### src/rtl/regfile_wr_arbiter.sv
// Single write-port owner for the 32x32 register file: zero-clears every register
// after reset, then round-robin arbitrates three valid/ready requesters onto the port.
module regfile_wr_arbiter #(
    parameter int ADDR_W   = 5,
    parameter int DATA_W   = 32,
    parameter int NUM_REGS = 32
) (
    input  logic              clk,
    input  logic              reset,
    input  logic              req0_valid,
    input  logic [ADDR_W-1:0] req0_addr,
    input  logic [DATA_W-1:0] req0_data,
    output logic              req0_ready,
    input  logic              req1_valid,
    input  logic [ADDR_W-1:0] req1_addr,
    input  logic [DATA_W-1:0] req1_data,
    output logic              req1_ready,
    input  logic              req2_valid,
    input  logic [ADDR_W-1:0] req2_addr,
    input  logic [DATA_W-1:0] req2_data,
    output logic              req2_ready,
    output logic              wen,
    output logic [ADDR_W-1:0] waddr,
    output logic [DATA_W-1:0] wdata,
    output logic [1:0]        grant_id,
    output logic              init_done
);

    // Handshake: a requester's write is taken on any rising edge where its valid
    // and ready are both high. ready is combinational, only ever asserted for one
    // valid requester, and never during reset or the clear sequence.

    typedef enum logic {
        CLEAR = 1'b0,
        ARB   = 1'b1
    } state_t;

    localparam logic [ADDR_W:0] CLR_LAST = (ADDR_W+1)'(NUM_REGS - 1);

    state_t            state;
    logic [ADDR_W:0]   clr_cnt;
    logic [1:0]        rr_ptr;

    logic [2:0]        valid_vec;
    logic              arb_en;
    logic              win_valid;
    logic [1:0]        win_id;
    logic [2:0]        idx_sum;
    logic [1:0]        idx;
    logic [ADDR_W-1:0] sel_addr;
    logic [DATA_W-1:0] sel_data;

    assign valid_vec = {req2_valid, req1_valid, req0_valid};
    assign arb_en    = (state == ARB) && !reset;

    // Search starts at rr_ptr and wraps 0->1->2->0; first valid found wins.
    always_comb begin
        win_valid = 1'b0;
        win_id    = 2'd0;
        idx_sum   = 3'd0;
        idx       = 2'd0;
        for (int i = 0; i < 3; i++) begin
            idx_sum = {1'b0, rr_ptr} + 3'(i);
            idx     = (idx_sum >= 3'd3) ? 2'(idx_sum - 3'd3) : idx_sum[1:0];
            if (!win_valid && valid_vec[idx]) begin
                win_valid = 1'b1;
                win_id    = idx;
            end
        end
    end

    always_comb begin
        sel_addr = req0_addr;
        sel_data = req0_data;
        case (win_id)
            2'd1: begin
                sel_addr = req1_addr;
                sel_data = req1_data;
            end
            2'd2: begin
                sel_addr = req2_addr;
                sel_data = req2_data;
            end
            default: begin
                sel_addr = req0_addr;
                sel_data = req0_data;
            end
        endcase
    end

    assign req0_ready = arb_en && win_valid && (win_id == 2'd0);
    assign req1_ready = arb_en && win_valid && (win_id == 2'd1);
    assign req2_ready = arb_en && win_valid && (win_id == 2'd2);

    always_ff @(posedge clk) begin
        if (reset) begin
            state     <= CLEAR;
            clr_cnt   <= '0;
            rr_ptr    <= 2'd0;
            wen       <= 1'b0;
            waddr     <= '0;
            wdata     <= '0;
            grant_id  <= 2'd0;
            init_done <= 1'b0;
        end else begin
            case (state)
                CLEAR: begin
                    wen      <= 1'b1;
                    waddr    <= clr_cnt[ADDR_W-1:0];
                    wdata    <= '0;
                    grant_id <= 2'd3;
                    clr_cnt  <= clr_cnt + 1'b1;
                    if (clr_cnt == CLR_LAST) begin
                        state     <= ARB;
                        init_done <= 1'b1;
                    end
                end
                ARB: begin
                    if (win_valid) begin
                        // r0 is hard-wired zero: accept the request but drop the write.
                        wen      <= (sel_addr != '0);
                        waddr    <= sel_addr;
                        wdata    <= sel_data;
                        grant_id <= win_id;
                        rr_ptr   <= (win_id == 2'd2) ? 2'd0 : win_id + 2'd1;
                    end else begin
                        wen <= 1'b0;
                    end
                end
                default: state <= CLEAR;
            endcase
        end
    end

endmodule

### config.mk
export PLATFORM = sky130hd
export DESIGN_NAME = regfile_wr_arbiter
export DESIGN_NICKNAME = d
export VERILOG_FILES = /design/src/rtl/regfile_wr_arbiter.sv
export SDC_FILE = /design/constraint.sdc
export NUM_CORES = 1
export LEC_CHECK = 0
export CORE_MARGIN = 3
export CORE_UTILIZATION = 38
export CTS_BUF_LIST = sky130_fd_sc_hd__clkbuf_16
export DETAILED_ROUTE_END_ITERATION = 6
export PLACE_DENSITY = 0.8
export SLEW_MARGIN = 10
export SYNTH_ARGS = -nofsm -noshare
export SYNTH_HDL_FRONTEND = slang
export SYNTH_SLANG_ARGS = --single-unit
### constraint.sdc
create_clock -name clk -period 3.98 [get_ports clk]
set_clock_uncertainty 0.2 [all_clocks]
set_input_delay 0.597 -clock clk [delete_from_list [all_inputs] [get_ports clk]]
set_output_delay 0.597 -clock clk [all_outputs]
set_load 0.01 [all_outputs]
# --- After elaboration in Yosys (flattened, before gate mapping) ---
# Index checks and enable logic that the tools add are counted.
totals:
  reg_bits: 50
  wordCells: 68
op_classes:
  add_sub_neg: 7
  n_mux: 28
  eq_ne: 4
  n_lt_le_gt_ge: 6
  n_reduce_logical: 14
  n_bitwise: 1
ops:
  columns: ["cell", "count"]
  rows:
  - ["32-bit one-hot mux with 2 select lines", 2]
  - ["32-bit 2-to-1 mux", 1]
  - ["5-bit one-hot mux with 2 select lines", 2]
  - ["2-bit 2-to-1 mux", 8]
  - ["2-bit by 3-bit < comparator with 1-bit output (second input constant)", 3]
  - ["1-bit 2-to-1 mux", 9]
  - ["1-bit logical AND", 7]
  - ["6-bit by 1-bit adder with 6-bit output (second input constant)", 1]
  - ["1-bit binary-select mux with 2-bit select", 3]
  - ["6-bit by 5-bit == test with 1-bit output (second input constant)", 1]
  - ["3-bit by 2-bit >= comparator with 1-bit output (second input constant)", 2]
  - ["2-bit subtractor (second input constant)", 3]
  - ["5-bit 2-to-1 mux", 1]
  - ["5-bit nonzero test", 1]
  - ["2-bit one-hot mux with 2 select lines", 1]
  - ["2-bit AND reduction", 2]
  - ["2-bit by 1-bit adder with 3-bit output (second input constant)", 1]
  - ["2-bit by 2-bit adder with 3-bit output (second input constant)", 1]
  - ["1-bit zero test", 3]
  - ["2-bit by 1-bit adder with 2-bit output (second input constant)", 1]
  - ["2-bit by 1-bit == test with 1-bit output (second input constant)", 1]
  - ["2-bit == test (second input constant)", 1]
  - ["2-bit >= comparator (second input constant)", 1]
  - ["2-bit zero test", 1]
  - ["3 further kinds", 3]

# --- Longest topological paths before layout ---
logic_depth:
  depth_word: 16
  depth_mapped: 14
  mapped_depth_nobuf: 13

# --- Least setup slack after synthesis ---
# OpenSTA, ideal clock, no wires.
synth_timing:
  kind: "input port to output port"
  startpoint: "input port req2_valid"
  endpoint: "output port req2_ready"
  required_ns: 3.183
  path_slack_ns: 0.625
  path_buffers: 3
  path_stages: 10
  t_arrival_ns: 2.558
  cell_sequence: "buf_6 a22o_1 a211oi_2 nor4_1 o32ai_1 ha_1 clkbuf_1 buf_1 inv_1 nor2_1"
synth_via:
  elab_chain_cells: 11
  elab_cells_between_ends: 19
  classes_between: "eq/ne: 1; mux: 12; reduce/logical: 6"
synth_lines:
  columns: ["element", "line_no", "rtl"]
  rows:
  - ["start, declared", "18", "input logic req2_valid,"]
  - ["1-bit binary-select mux with 2-bit select", "65", "if (!win_valid && valid_vec[idx]) begin"]
  - ["1-bit 2-to-1 mux (not written as such)", "65", null]
  - ["1-bit 2-to-1 mux", "65", null]
  - ["1-bit zero test", "65", null]
  - ["1-bit logical AND", "65", null]
  - ["1-bit 2-to-1 mux", "65", null]
  - ["1-bit zero test", "65", null]
  - ["1-bit logical AND", "65", null]
  - ["2-bit 2-to-1 mux / 1-bit 2-to-1 mux (equally long branches)", "65", null]
  - ["2-bit == test / 1-bit logical AND (equally long branches)", "93", "assign req2_ready = arb_en && win_valid && (win_id == 2'd2);"]
  - ["1-bit logical AND (*)", "93", null]
  - ["end, declared", "21", "output logic req2_ready,"]
# Every way passes the cells marked *; elsewhere a longest branch is shown, timed or not. The select of a mux whose other input is x is not followed.

# --- Worst setup path after layout ---
layout_timing:
  startpoint: "input port req1_valid"
  endpoint: "output port req0_ready"
layout_via:
  elab_chain_cells: 11
  elab_cells_between_ends: 19
  classes_between: "mux: 12; reduce/logical: 7"
layout_lines:
  columns: ["element", "line_no", "rtl"]
  rows:
  - ["start, declared", "14", "input logic req1_valid,"]
  - ["1-bit binary-select mux with 2-bit select", "65", null]
  - ["1-bit 2-to-1 mux (not written as such)", "65", null]
  - ["1-bit 2-to-1 mux", "65", null]
  - ["1-bit zero test", "65", null]
  - ["1-bit logical AND", "65", null]
  - ["1-bit 2-to-1 mux", "65", null]
  - ["1-bit zero test", "65", null]
  - ["1-bit logical AND", "65", null]
  - ["2-bit 2-to-1 mux / 1-bit 2-to-1 mux (equally long branches)", "65", null]
  - ["2-bit zero test / 1-bit logical AND (equally long branches)", "91", "assign req0_ready = arb_en && win_valid && (win_id == 2'd0);"]
  - ["1-bit logical AND (*)", "91", null]
  - ["end, declared", "13", "output logic req0_ready,"]
# Marked as above.

==> reports/metrics.csv <==
metric;value;unit
status;completed;
IO Port Bufs;159;
root buf cell;clkbuf_16;
Syn Area/Cell;8.64;um2
M1 WL;3850;um
Starting Density;0.399;
worst hold path type;reg2reg;
max-cap violation count;0;
Post-synth top cells;dfxtp_1 (50), nand2_1 (39), a22oi_1 (37);
H-tree Lvls;2;
DR WL met2;4380;um
power share of the combinational group;0.215;
Crit. End Element;primary output;
I/O pin total;160;
max_slew headroom;0.459;
cell mode on critical path;clkdlybuf4s50_1;
critical path's top delay family;buffers and inverters;
Area growth syn-to-layout;66.7;%
die width;91.4;um
Final setup viols;0;
Seq cells post-synth;50;
Synth top area share;0.361;
Max Freq;0.258;GHz
power per cell area;276;mW/mm2
Critical Path RT;3.18;ns
final worst path period share;0.972;
share of layout cells above drive strength 1;0.0805;
CTS clk-pin slew, worst paths;0.07;ns
Peak VDD IR;0.242;mV
DRT Pass-1 Iters;4;
Hold Startpoint;wdata[6];
Ys Warns;0;
cell area after synthesis;0.00277;mm2
clk_lat worst skew;0.28;ns
CP Launch Type;input port;
hold path depth;1;
switch share;0.243;
RD Place Congestion;0.928;
Flop pwr share;0.402;
vias in the first global route;2970;
Post-DP Area;0.00443;mm2
final number of hold-violating endpoints;0;
ANT nets after route;0;
Slew Viols, Final;0;
synth top area cells;dfxtp_1 (36%), a22oi_1 (10%), o2bb2ai_1 (6.9%);
CP cell instances;clkdlybuf4s50_1 -> mux2i_1 -> o21ai_0 -> nor4_2 -> o32ai_2 -> buf_4 -> ha_2 -> inv_1 -> nor2_1 -> clkdlybuf4s50_1;
top-count cell post-synth;dfxtp_1;
Clk pwr share;0.383;
Leakage;0.00171;uW
most used flip-flop cell after synthesis;dfxtp_1;
vias per cell;5.30;
# clock sinks;50;
met3 wire length;840;um
RR Endpoint;wen;
worst setup margin;0.111;ns
biggest area consumer among synthesized cells;dfxtp_1;
total CTS buffers;5;
EDFF count, synth;0;
CP max stage delay;0.57;ns
slew of the pin with the lowest slew margin;0.810;ns
worst slack, placed;0.0254;ns
uppermost layer routed;met4;
Synth cell types;39;
FFs w/ async S/R, synth;0;
setup slack, reg-to-reg;0.42;ns
antenna violations before repair;0;
die height;91.4;um
Internal;964;uW
# DRC;0;
first-pass GRT wire length;14800;um
cell area after layout;0.00462;mm2
diode count;0;
row cnt;30;
Setup CP Type;in2out;
grt total ovfl;0;
crit path buf inv count;4;
Crit path depth;10;
minimum clock period after layout;3.87;ns
WHS Endpoint;wdata[6];
# nets final;597;
largest net degree at the start of global routing;39;
CP arrival;3.07;ns
die area;0.00836;mm2
Net Switching;310;uW
Hold-fix buffers, CTS;0;
wire per inst;16.3;um
All-Layer GR Usage;0.214;
CTS tree;built;
post-synthesis instance total;321;
CP max stage cell;clkdlybuf4s50_1;
via count;3009;
Seq/Total Area, Yosys;0.361;
net count after synthesis;447;
crit-path max FO;5;
dpl hpwl;7140;um
R2R Path Start;rr_ptr[1];
fill count;581;
1st-iter DRT viols;110;
R2R depth;14;
WL final;9240;um
clock tree buffer depth;2;
CORE AREA;0.00694;mm2
[how the worst max path moves through the flow]
stage	start	endpoint	slack [ns]
floorplan	req2_valid	req2_ready	0.62
global placement	req2_valid	req2_ready	0.16
detailed placement	req2_valid	req1_ready	0.03
CTS	req2_valid	req1_ready	0.0007
global route	req1_valid	req2_ready	-0.02
finish	req1_valid	req0_ready	0.11
[power by group through the flow]
stage | clock (uW) | sequential [uW] | combinational (uW)
floorplan | 0 | 523 | 118
global placement | 0 | 523 | 267
detailed placement | 0 | 523 | 273
CTS | 500 | 512 | 274
global route | 518 | 513 | 302
finish | 489 | 512 | 274
[layout by cell type (no fill, tap or decap), types with 2 or more instances in the layout]
cell type / instances
xor2_1: 3
nand2_1: 39
mux2i_1: 8
o2bb2ai_2: 10
a211oi_1: 5
a31oi_1: 2
nor2b_1: 3
clkdlybuf4s50_1: 158
nor2_1: 23
o21ai_0: 36
dfxtp_1: 50
a21oi_1: 11
o21a_1: 2
nand2b_1: 2
o2bb2ai_1: 22
nand3_1: 2
buf_4: 12
clkbuf_16: 5
a22oi_1: 37
nand4b_1: 2
o31ai_1: 2
ha_1: 8
ha_2: 2
inv_1: 9
[final cells by class]
class                   instances  area, um2  share of cell area
multi-input cells             234       1610               0.348
well taps                      96        120              0.0260
repair buffers                171       1680               0.364
flip-flops and latches         50       1000               0.217
clock buffers                   5        125              0.0271
inverters                       9       33.8             0.00731
clock inverters                 3       47.5              0.0103
[state kept, by name, indices dropped and copies added (netlist names)]
register   cells
state          1
wdata         32
waddr          5
grant_id       2
clr_cnt        6
init_done      1
wen            1
rr_ptr         2
[per-layer routing]
layer  vias up  global-route usage
met5         -                   0
met4         0              0.0503
met3        16              0.0646
met2       150               0.368
met1      1367               0.260
li1       1476                   -
[cells by family (layout without fill, tap and decap cells)]
| kind of cell | after synthesis | in the layout | synth area share |
|---|---|---|---|
| multiplexers | 8 | 8 | 0.0289 |
| buffers and inverters | 37 | 188 | 0.0650 |
| flip-flops | 50 | 50 | 0.361 |
| XOR/XNOR | 4 | 4 | 0.0126 |
| AO/OA/AOI/OAI | 131 | 131 | 0.352 |
| AND/OR/NAND/NOR | 81 | 81 | 0.135 |
| adder cells (fa/ha/maj) | 10 | 10 | 0.0451 |
[per-stage QoR]
step                      power (uW)  setup TNS (ns)  utilization  hold WS, ns  instances
after floorplan                  641               0            -        0.258        321
after global placement           790               0        0.638        0.244        560
after detailed placement         796               0        0.638        0.249        560
after CTS                       1290               0        0.663        0.266        568
after global routing            1330         -0.0205        0.666        0.287        568
final                           1270               0        0.666        0.260        568
[timing repair]
| action | in CTS | in global routing |
|---|---|---|
| setup buffers | 0 | 0 |
| endpoints found under the hold margin | 0 | 0 |
| endpoints found under the setup margin | 0 | 3 |
| resized for setup | 0 | 4 |
(Power assumes the default switching activity.)
